### config.mk
export PLATFORM = sky130hd
export DESIGN_NAME = imem_ctrl_flat
export DESIGN_NICKNAME = d
export VERILOG_FILES = /design/src/rtl/imem_ctrl_if.sv /design/src/rtl/imem_ctrl.sv /design/src/flat_wrapper.sv
export SDC_FILE = /design/constraint.sdc
export NUM_CORES = 2
export LEC_CHECK = 0
export CORE_ASPECT_RATIO = 1.4
export CORE_MARGIN = 4
export CORE_UTILIZATION = 41
export CTS_CLUSTER_SIZE = 30
export DETAILED_ROUTE_END_ITERATION = 7
export GPL_TIMING_DRIVEN = 0
export MAX_ROUTING_LAYER = met4
export PLACE_DENSITY_LB_ADDON = 0.25
export SYNTH_ARGS = -nofsm -noshare
export SYNTH_HDL_FRONTEND = slang
export SYNTH_SLANG_ARGS = --single-unit
### constraint.sdc
create_clock -name clk_im -period 8.3 [get_ports clk_im]
set_input_delay 0.83 -clock clk_im [delete_from_list [all_inputs] [get_ports clk_im]]
set_output_delay 0.83 -clock clk_im [all_outputs]
set_load 0.1 [all_outputs]
### src/rtl/imem_ctrl_if.sv
// imem_ctrl_if: fetch, loader and status signals between the PC stage/loader and imem_ctrl
interface imem_ctrl_if #(
  parameter int ADDR_W = 6,
  parameter int DATA_W = 32
);
  logic              fetch_req;
  logic [ADDR_W+1:0] fetch_pc;
  logic              fetch_ready;
  logic              inst_valid;
  logic [DATA_W-1:0] inst_code;
  logic [ADDR_W+1:0] inst_pc;
  logic              ld_en;
  logic [ADDR_W-1:0] ld_addr;
  logic [DATA_W-1:0] ld_data;
  logic              ld_ack;
  logic              busy;
  logic              misalign;
  modport master (
    output fetch_req, fetch_pc, ld_en, ld_addr, ld_data,
    input  fetch_ready, inst_valid, inst_code, inst_pc, ld_ack, busy, misalign
  );
  modport slave (
    input  fetch_req, fetch_pc, ld_en, ld_addr, ld_data,
    output fetch_ready, inst_valid, inst_code, inst_pc, ld_ack, busy, misalign
  );
endinterface

### src/rtl/imem_ctrl.sv
// imem_ctrl: self-clearing instruction memory with loader port and registered fetch path.
// Define IM_ALIGN_CHK_EN to fault fetches whose byte address is not word aligned.
module imem_ctrl #(
  parameter int              ADDR_W    = 6,
  parameter int              DATA_W    = 32,
  parameter logic [DATA_W-1:0] FILL_WORD = '0
) (
  input logic        clk_im,
  input logic        rst_im,
  imem_ctrl_if.slave bus
);
  localparam int DEPTH = 1 << ADDR_W;
  typedef enum logic {CLEAR, RUN} state_t;
  state_t            r_state;
  logic [ADDR_W-1:0] r_clr_cnt;
  logic [DATA_W-1:0] r_mem [DEPTH];
  logic              r_busy;
  logic              r_inst_valid;
  logic [DATA_W-1:0] r_inst_code;
  logic [ADDR_W+1:0] r_inst_pc;
  logic              r_ld_ack;
  logic              r_misalign;
  logic              w_run;
  logic              w_fire;
  logic              w_we;
  logic              w_mis;
  logic [ADDR_W-1:0] w_waddr;
  logic [ADDR_W-1:0] w_idx;
  logic [DATA_W-1:0] w_wdata;
  assign w_run           = r_state == RUN;
  assign bus.fetch_ready = w_run && !bus.ld_en;
  assign w_fire          = bus.fetch_req && bus.fetch_ready;
  // the single write port is shared by the clear sweep and the loader
  assign w_we            = !rst_im && (!w_run || bus.ld_en);
  assign w_waddr         = w_run ? bus.ld_addr : r_clr_cnt;
  assign w_wdata         = w_run ? bus.ld_data : FILL_WORD;
  assign w_idx           = bus.fetch_pc[ADDR_W+1:2];
`ifdef IM_ALIGN_CHK_EN
  assign w_mis = bus.fetch_pc[1:0] != 2'b00;
`else
  assign w_mis = 1'b0;
`endif
  assign bus.busy       = r_busy;
  assign bus.inst_valid = r_inst_valid;
  assign bus.inst_code  = r_inst_code;
  assign bus.inst_pc    = r_inst_pc;
  assign bus.ld_ack     = r_ld_ack;
  assign bus.misalign   = r_misalign;
  always_ff @(posedge clk_im)
    if (w_we) r_mem[w_waddr] <= w_wdata;
  always_ff @(posedge clk_im) begin
    if (rst_im) begin
      r_state      <= CLEAR;
      r_clr_cnt    <= '0;
      r_busy       <= 1'b1;
      r_inst_valid <= 1'b0;
      r_inst_code  <= FILL_WORD;
      r_inst_pc    <= '0;
      r_ld_ack     <= 1'b0;
      r_misalign   <= 1'b0;
    end else begin
      r_ld_ack     <= w_run && bus.ld_en;
      r_inst_valid <= w_fire;
      r_misalign   <= w_fire && w_mis;
      if (w_fire) begin
        r_inst_code <= w_mis ? FILL_WORD : r_mem[w_idx];
        r_inst_pc   <= bus.fetch_pc;
      end
      if (!w_run) begin
        r_clr_cnt <= r_clr_cnt + ADDR_W'(1);
        if (r_clr_cnt == '1) begin
          r_state <= RUN;
          r_busy  <= 1'b0;
        end
      end
    end
  end
endmodule
### src/flat_wrapper.sv
// flat-port wrapper written by rule: the top's interface ports become plain ports
module imem_ctrl_flat 
#(
  parameter int              ADDR_W    = 6,
  parameter int              DATA_W    = 32,
  parameter logic [DATA_W-1:0] FILL_WORD = '0
)
  (clk_im, rst_im, bus_fetch_req, bus_fetch_pc, bus_ld_en, bus_ld_addr, bus_ld_data, bus_fetch_ready, bus_inst_valid, bus_inst_code, bus_inst_pc, bus_ld_ack, bus_busy, bus_misalign);
  imem_ctrl_if #(.ADDR_W(ADDR_W), .DATA_W(DATA_W)) bus_i ();
  input logic clk_im;
  input logic rst_im;
  input wire logic [$bits(bus_i.fetch_req)-1:0] bus_fetch_req;
  input wire logic [$bits(bus_i.fetch_pc)-1:0] bus_fetch_pc;
  input wire logic [$bits(bus_i.ld_en)-1:0] bus_ld_en;
  input wire logic [$bits(bus_i.ld_addr)-1:0] bus_ld_addr;
  input wire logic [$bits(bus_i.ld_data)-1:0] bus_ld_data;
  output wire logic [$bits(bus_i.fetch_ready)-1:0] bus_fetch_ready;
  output wire logic [$bits(bus_i.inst_valid)-1:0] bus_inst_valid;
  output wire logic [$bits(bus_i.inst_code)-1:0] bus_inst_code;
  output wire logic [$bits(bus_i.inst_pc)-1:0] bus_inst_pc;
  output wire logic [$bits(bus_i.ld_ack)-1:0] bus_ld_ack;
  output wire logic [$bits(bus_i.busy)-1:0] bus_busy;
  output wire logic [$bits(bus_i.misalign)-1:0] bus_misalign;
  assign bus_i.fetch_req = bus_fetch_req;
  assign bus_i.fetch_pc = bus_fetch_pc;
  assign bus_i.ld_en = bus_ld_en;
  assign bus_i.ld_addr = bus_ld_addr;
  assign bus_i.ld_data = bus_ld_data;
  assign bus_fetch_ready = bus_i.fetch_ready;
  assign bus_inst_valid = bus_i.inst_valid;
  assign bus_inst_code = bus_i.inst_code;
  assign bus_inst_pc = bus_i.inst_pc;
  assign bus_ld_ack = bus_i.ld_ack;
  assign bus_busy = bus_i.busy;
  assign bus_misalign = bus_i.misalign;
  imem_ctrl #(.ADDR_W(ADDR_W), .DATA_W(DATA_W), .FILL_WORD(FILL_WORD)) u_core (.clk_im(clk_im), .rst_im(rst_im), .bus(bus_i));
endmodule
* Word level (Yosys, flattened, before mapping)
Memories as Yosys holds them, arrays and structs flattened. A register that Yosys moved wholly into a read port is not among the register bits.
Cells that the tools add are included.
** Word-level totals
- Input bits :: 50
- Word-level logic and storage cells :: 25
- Register bits after elaboration :: 18
- Output and inout port bits :: 45
- ROM bits :: 0
- Bits in latches :: 0
- Memories :: 1
- Bits in writable memories :: 2048
** Cells by class
- Add/sub/neg operators :: 1
- Muxes and demuxes :: 6
- Reduce and logical (&&, ||, !) cells :: 9
- Magnitude comparators :: 0
- Bitwise gates (word level) :: 1
- $mul :: 0
- Eq/ne operators :: 1
- Shifts and indexed selects :: 0
- Div/mod/pow operators :: 0
** Memory list
- u_core.r_mem :: words 64, bits a word 32, read ports 1, clocked after Yosys merged registers in 1, write ports 1, RTL line imem_ctrl.sv:16 : logic [DATA_W-1:0] r_mem [DEPTH];
** Operators by type and width (count)
- $mux W32 :: 1
- $add A6 B1 Y6 const B :: 1
- $eq A6 B6 Y1 const B :: 1
- $mux W6 :: 1
- $logic_and A1 B1 Y1 :: 4
- $mux W1 :: 4
- $logic_not A1 Y1 :: 3
- $reduce_and A2 Y1 :: 1
- $logic_or A1 B1 Y1 :: 1
- $not A1 Y1 :: 1

* Depth between registers and ports, before layout
- Depth in word-level cells :: 5
- Depth in mapped cells :: 10
- Depth with buffers taken out :: 5

* Worst setup path before layout
Ideal clock, no wire load.
- Path kind :: input to register
- Start point :: input rst_im
- End point :: memory u_core.r_mem[54][0] (enable)
- Required time :: 7879 ps
- Buffers on the path :: 2
- Arrival time :: 2979 ps
- Stages on the path :: 5
- Path slack :: 4900 ps
- Setup time :: 421 ps
- Path through :: clkbuf_1 > clkbuf_1 > a21oi_1 > nand2_1 > nor2_1
** On the way
- Cells in the longest elaborated chain, start to end :: 4
** RTL lines
- start, declared :: RTL line flat_wrapper.sv:11 : input logic rst_im;
- $logic_not A1 Y1 :: RTL line imem_ctrl.sv:34 : assign w_we = !rst_im && (!w_run || bus.ld_en);
- $logic_and A1 B1 Y1 :: RTL line imem_ctrl.sv:34
- $mux W1 :: RTL line imem_ctrl.sv:50 : if (w_we) r_mem[w_waddr] <= w_wdata;
- $mux W1 (implied by the code) :: RTL line imem_ctrl.sv:50
- end, declared :: RTL line imem_ctrl.sv:16
Every way passes these cells.

* Final worst setup path
- Start point :: register u_core.r_state
- End point :: output bus_fetch_ready
** On the way
- Cells in the longest elaborated chain, start to end :: 1
** RTL lines
- start, declared :: RTL line imem_ctrl.sv:14 : state_t r_state;
- start signal, assigned :: RTL line imem_ctrl.sv:53 : r_state <= CLEAR;
- start signal, assigned :: RTL line imem_ctrl.sv:72 : r_state <= RUN;
- $logic_and A1 B1 Y1 :: RTL line imem_ctrl.sv:31 : assign bus.fetch_ready = w_run && !bus.ld_en;
- end, declared :: RTL line flat_wrapper.sv:17 : output wire logic [$bits(bus_i.fetch_ready)-1:0] bus_fetch_ready;
Every way passes these cells.

==> results.py <==
metrics = {
    "hold_path": {
        "hold_depth": 1,
        "hold_start": "u_core.bus.busy",
        "min_to": "u_core.bus.busy",
        "hold_path.class": "register to register",
    },
    "critical_path": {
        "critPathKind": "register to output pin",
        "critPathLaunchType": "register",
        "cp.required_ns": 7.47,
        "cp.depth": 4,
        "slowest_delay_ns": 1.14,
        "end_kind": "output pin",
        "worst-path-buf-inv": 3,
        "cp_max_fo": 10,
        "critPathArrivalTime_ns": 3.38,
        "worst_path_most_repeated_cell": "clkbuf_1",
        "reg2reg_slack_ns": 4.29,
        "path_cells": "clkbuf_1, clkbuf_1, nor2b_1, clkdlybuf4s50_1",
        "slowest_stage": "clkdlybuf4s50_1",
        "timing.rr.end": "u_core.r_mem[7][0]",
        "path_delay_family": "buffers and inverters",
        "worstReg2RegStart": "u_core.r_state",
        "reg2reg_depth": 6,
    },
    "sta": {
        "slew_headroom_pct": 7.03,
        "rsz0062_at_grt": "no",
        "fin_skew_ns": 0.0473,
        "worst_pin_slew_ns": 1.39,
        "setup_viol_count_final": 0,
        "hold_violations": 0,
        "timing.fmax_ghz": 0.237,
        "drv_slew": 0,
        "post-route-period-util_pct": 50.8,
        "post-route-min-period_ns": 4.21,
        "fin_setup_tns_ns": 0,
    },
    "clock_tree": {
        "ctsHoldBuffers": 0,
        "cts_inserted_buffers": 191,
        "clk_pin_slew_ns": 0.07,
        "htreeDepth": 4,
        "clock_latency_ns": 0.83,
        "post-cts-setup-buffers": 0,
        "clock_sinks": 2098,
        "cts_buffer_depth": 4,
        "cts_root_buf": "clkbuf_16",
        "cts_resized": 0,
        "cts_tree": "built",
    },
    "placement": {
        "dp.cells": 6253,
        "port-buffer-count": 88,
        "gp_congestion": 0.849,
        "dpl-instance-area_sq_um": 86700,
        "dp.final_hpwl_microns": 147000,
    },
    "detailed_routing": {
        "top_layer": "met4",
        "vias_per_cell": 5.81,
        "routed-wl-met2_microns": 109000,
        "drt_drc_violations_left": 0,
        "finalWirelength_microns": 215000,
        "drtPass1Iterations": 5,
        "ant_nets": 0,
        "vias": 38300,
        "wl_met1_microns": 82900,
        "wl_per_cell_microns": 32.7,
        "wl_met3_microns": 15800,
        "drt_iter0_markers": 4768,
    },
    "power": {
        "p_seq_share_pct": 54.5,
        "irDropWorstVdd_uv": 139,
        "swShare_pct": 20.3,
        "cellPowerDensity_nw_per_um2": 227,
        "p_clk_share_pct": 41.4,
        "p_int_w": 0.0168,
        "combinationalPowerShare_pct": 4.0,
        "p_leak_nw": 29.9,
        "power.switching_w": 0.00428,
    },
    "floorplanning": {
        "die_w_microns": 381,
        "num_io_pins": 95,
        "initial_utilization_pct": 41.3,
        "rows": 191,
        "die_h_microns": 531,
        "die_area_sq_um": 202000,
        "coreArea_sq_um": 194000,
    },
    "synthesis": {
        "synth_warnings": 0,
        "synth_flop_cell": "edfxtp_1",
        "syn_nets": 3513,
        "synth.yosys.seq_area_share_pct": 78.1,
        "yosys.cell_types.count": 45,
        "synth_edf_count": 2048,
        "synthArstFlopShare_pct": 0,
        "synth.avg_cell_area_sq_um": 23.1,
        "synth_area_sq_um": 80000,
        "synth_seq_cells": 2098,
        "synthCells": 3462,
    },
    "finish": {
        "areaGrowthSynthToFinish_pct": 15.9,
        "stdcell_area_sq_um": 92800,
        "drive_above_1_share_pct": 28.7,
        "finalNetCount": 3892,
        "nFillCells": 15600,
        "layout_commonest_cell": "edfxtp_1",
        "final-instance-count-excl-fill": 6589,
        "post-route-util_pct": 47.9,
        "final_cell_mix": "edfxtp_1, mux4_2, clkbuf_16, nand2_1, clkbuf_1",
    },
    "run_status": {
        "outcome": "complete, no violations",
    },
    "global_routing": {
        "grt_max_degree": 65,
        "grt_pass1_wl_microns": 304000,
        "grt_use_total_pct": 21.8,
        "grt.overflow.total": 0,
        "grt_pass1_vias": 39100,
        "antenna_found_initial": 11,
    },
    "run": {
        "maxCapViolations": 0,
    },
}
-- power groups by stage --
stage | Combinational, W | Clock [W] | Sequential (W)
4_1_cts | 0.000858 | 0.00888 | 0.0115
3_3_place_gp | 0.000834 | 0 | 0.0117
2_1_floorplan | 0.000516 | 0 | 0.0117
6_report | 0.000847 | 0.00873 | 0.0115
3_5_place_dp | 0.000856 | 0 | 0.0117
5_1_grt | 0.000884 | 0.00931 | 0.0115
-- Yosys cell counts (all sizes together), types with 12 or more instances --
library cell  count  area (sq um)
o22ai            18           113
nor2            163           612
and2             32           200
mux2i            90           901
edfxtp         2048         61500
nand3            12          60.1
mux4            580         13100
clkbuf           74           278
dfxtp            50          1000
buf             109           643
o221ai           12           105
a311oi           23           201
a21oi            24           120
nand2           119           447
-- sequential cells by signal, indices dropped and copies added (netlist names) --
register and count:
u_core.bus.inst_valid 1, u_core.bus.inst_code 32, u_core.r_state 1, u_core.r_mem 2048, u_core.bus.ld_ack 1, u_core.bus.busy 1
u_core.bus.inst_pc 8, u_core.r_clr_cnt 6
-- cell type report --
cell class	count	area (sq um)	area share (%)
clock buffer	227	5030	5.42
timing repair buffer	186	2870	3.10
tap	2605	3260	3.51
multi-input combinational	1172	17100	18.4
buffer	183	922	0.994
inverter	9	33.8	0.0364
sequential	2098	62500	67.4
clock inverter	106	1040	1.12
antenna	3	7.51	0.00809
-- worst register-to-register path: stages, from the launching register on --
cell and delay [ns]:
dfxtp_1 0.37, clkbuf_1 0.25, clkbuf_1 0.27, o32ai_1 0.89
nand2_1 0.70, nor2_4 0.87, buf_12 0.31
-- stage by stage --
step                total power [W]  worst slack [ns]  hold WS [ns]
floorplan                    0.0122              4.90         0.483
global placement             0.0126              1.74         0.441
detailed placement           0.0126              3.76         0.453
CTS                          0.0212              4.05         0.464
global route                 0.0217              3.88         0.475
finish                       0.0211              4.09         0.463
-- worst max path at each step --
stage	endpoint	slack (ns)	startpoint
after global routing	bus_fetch_ready	3.88	u_core.r_state
after detailed placement	u_core.bus.inst_code[13]	3.76	bus_fetch_pc[5]
after CTS	bus_fetch_ready	4.05	u_core.r_state
after floorplan	u_core.r_mem[54][0]	4.90	rst_im
final	bus_fetch_ready	4.09	u_core.r_state
after global placement	u_core.r_mem[6][26]	1.74	bus_ld_addr[4]
-- logic make-up (layout without fill, tap and decap cells) --
group	Yosys count	in the layout	share of synthesized area [%]
AO/OA/AOI/OAI	133	133	1.24
XOR/XNOR	4	4	0.0438
adder cells (fa/ha/maj)	1	1	0.0156
buffers and inverters	192	711	1.19
flip-flops	2098	2098	78.1
multiplexers	673	673	17.5
other	1	4	0.00469
AND/OR/NAND/NOR	360	360	1.91
-- per-layer routing --
metal  vias up  global-route usage (%)
li1      15400                       -
met1     20800                    28.0
met2      1726                    36.2
met3       359                    3.26
met4         0                    7.00
met5         -                       -
No activity file was read; power rests on OpenSTA's default activity.
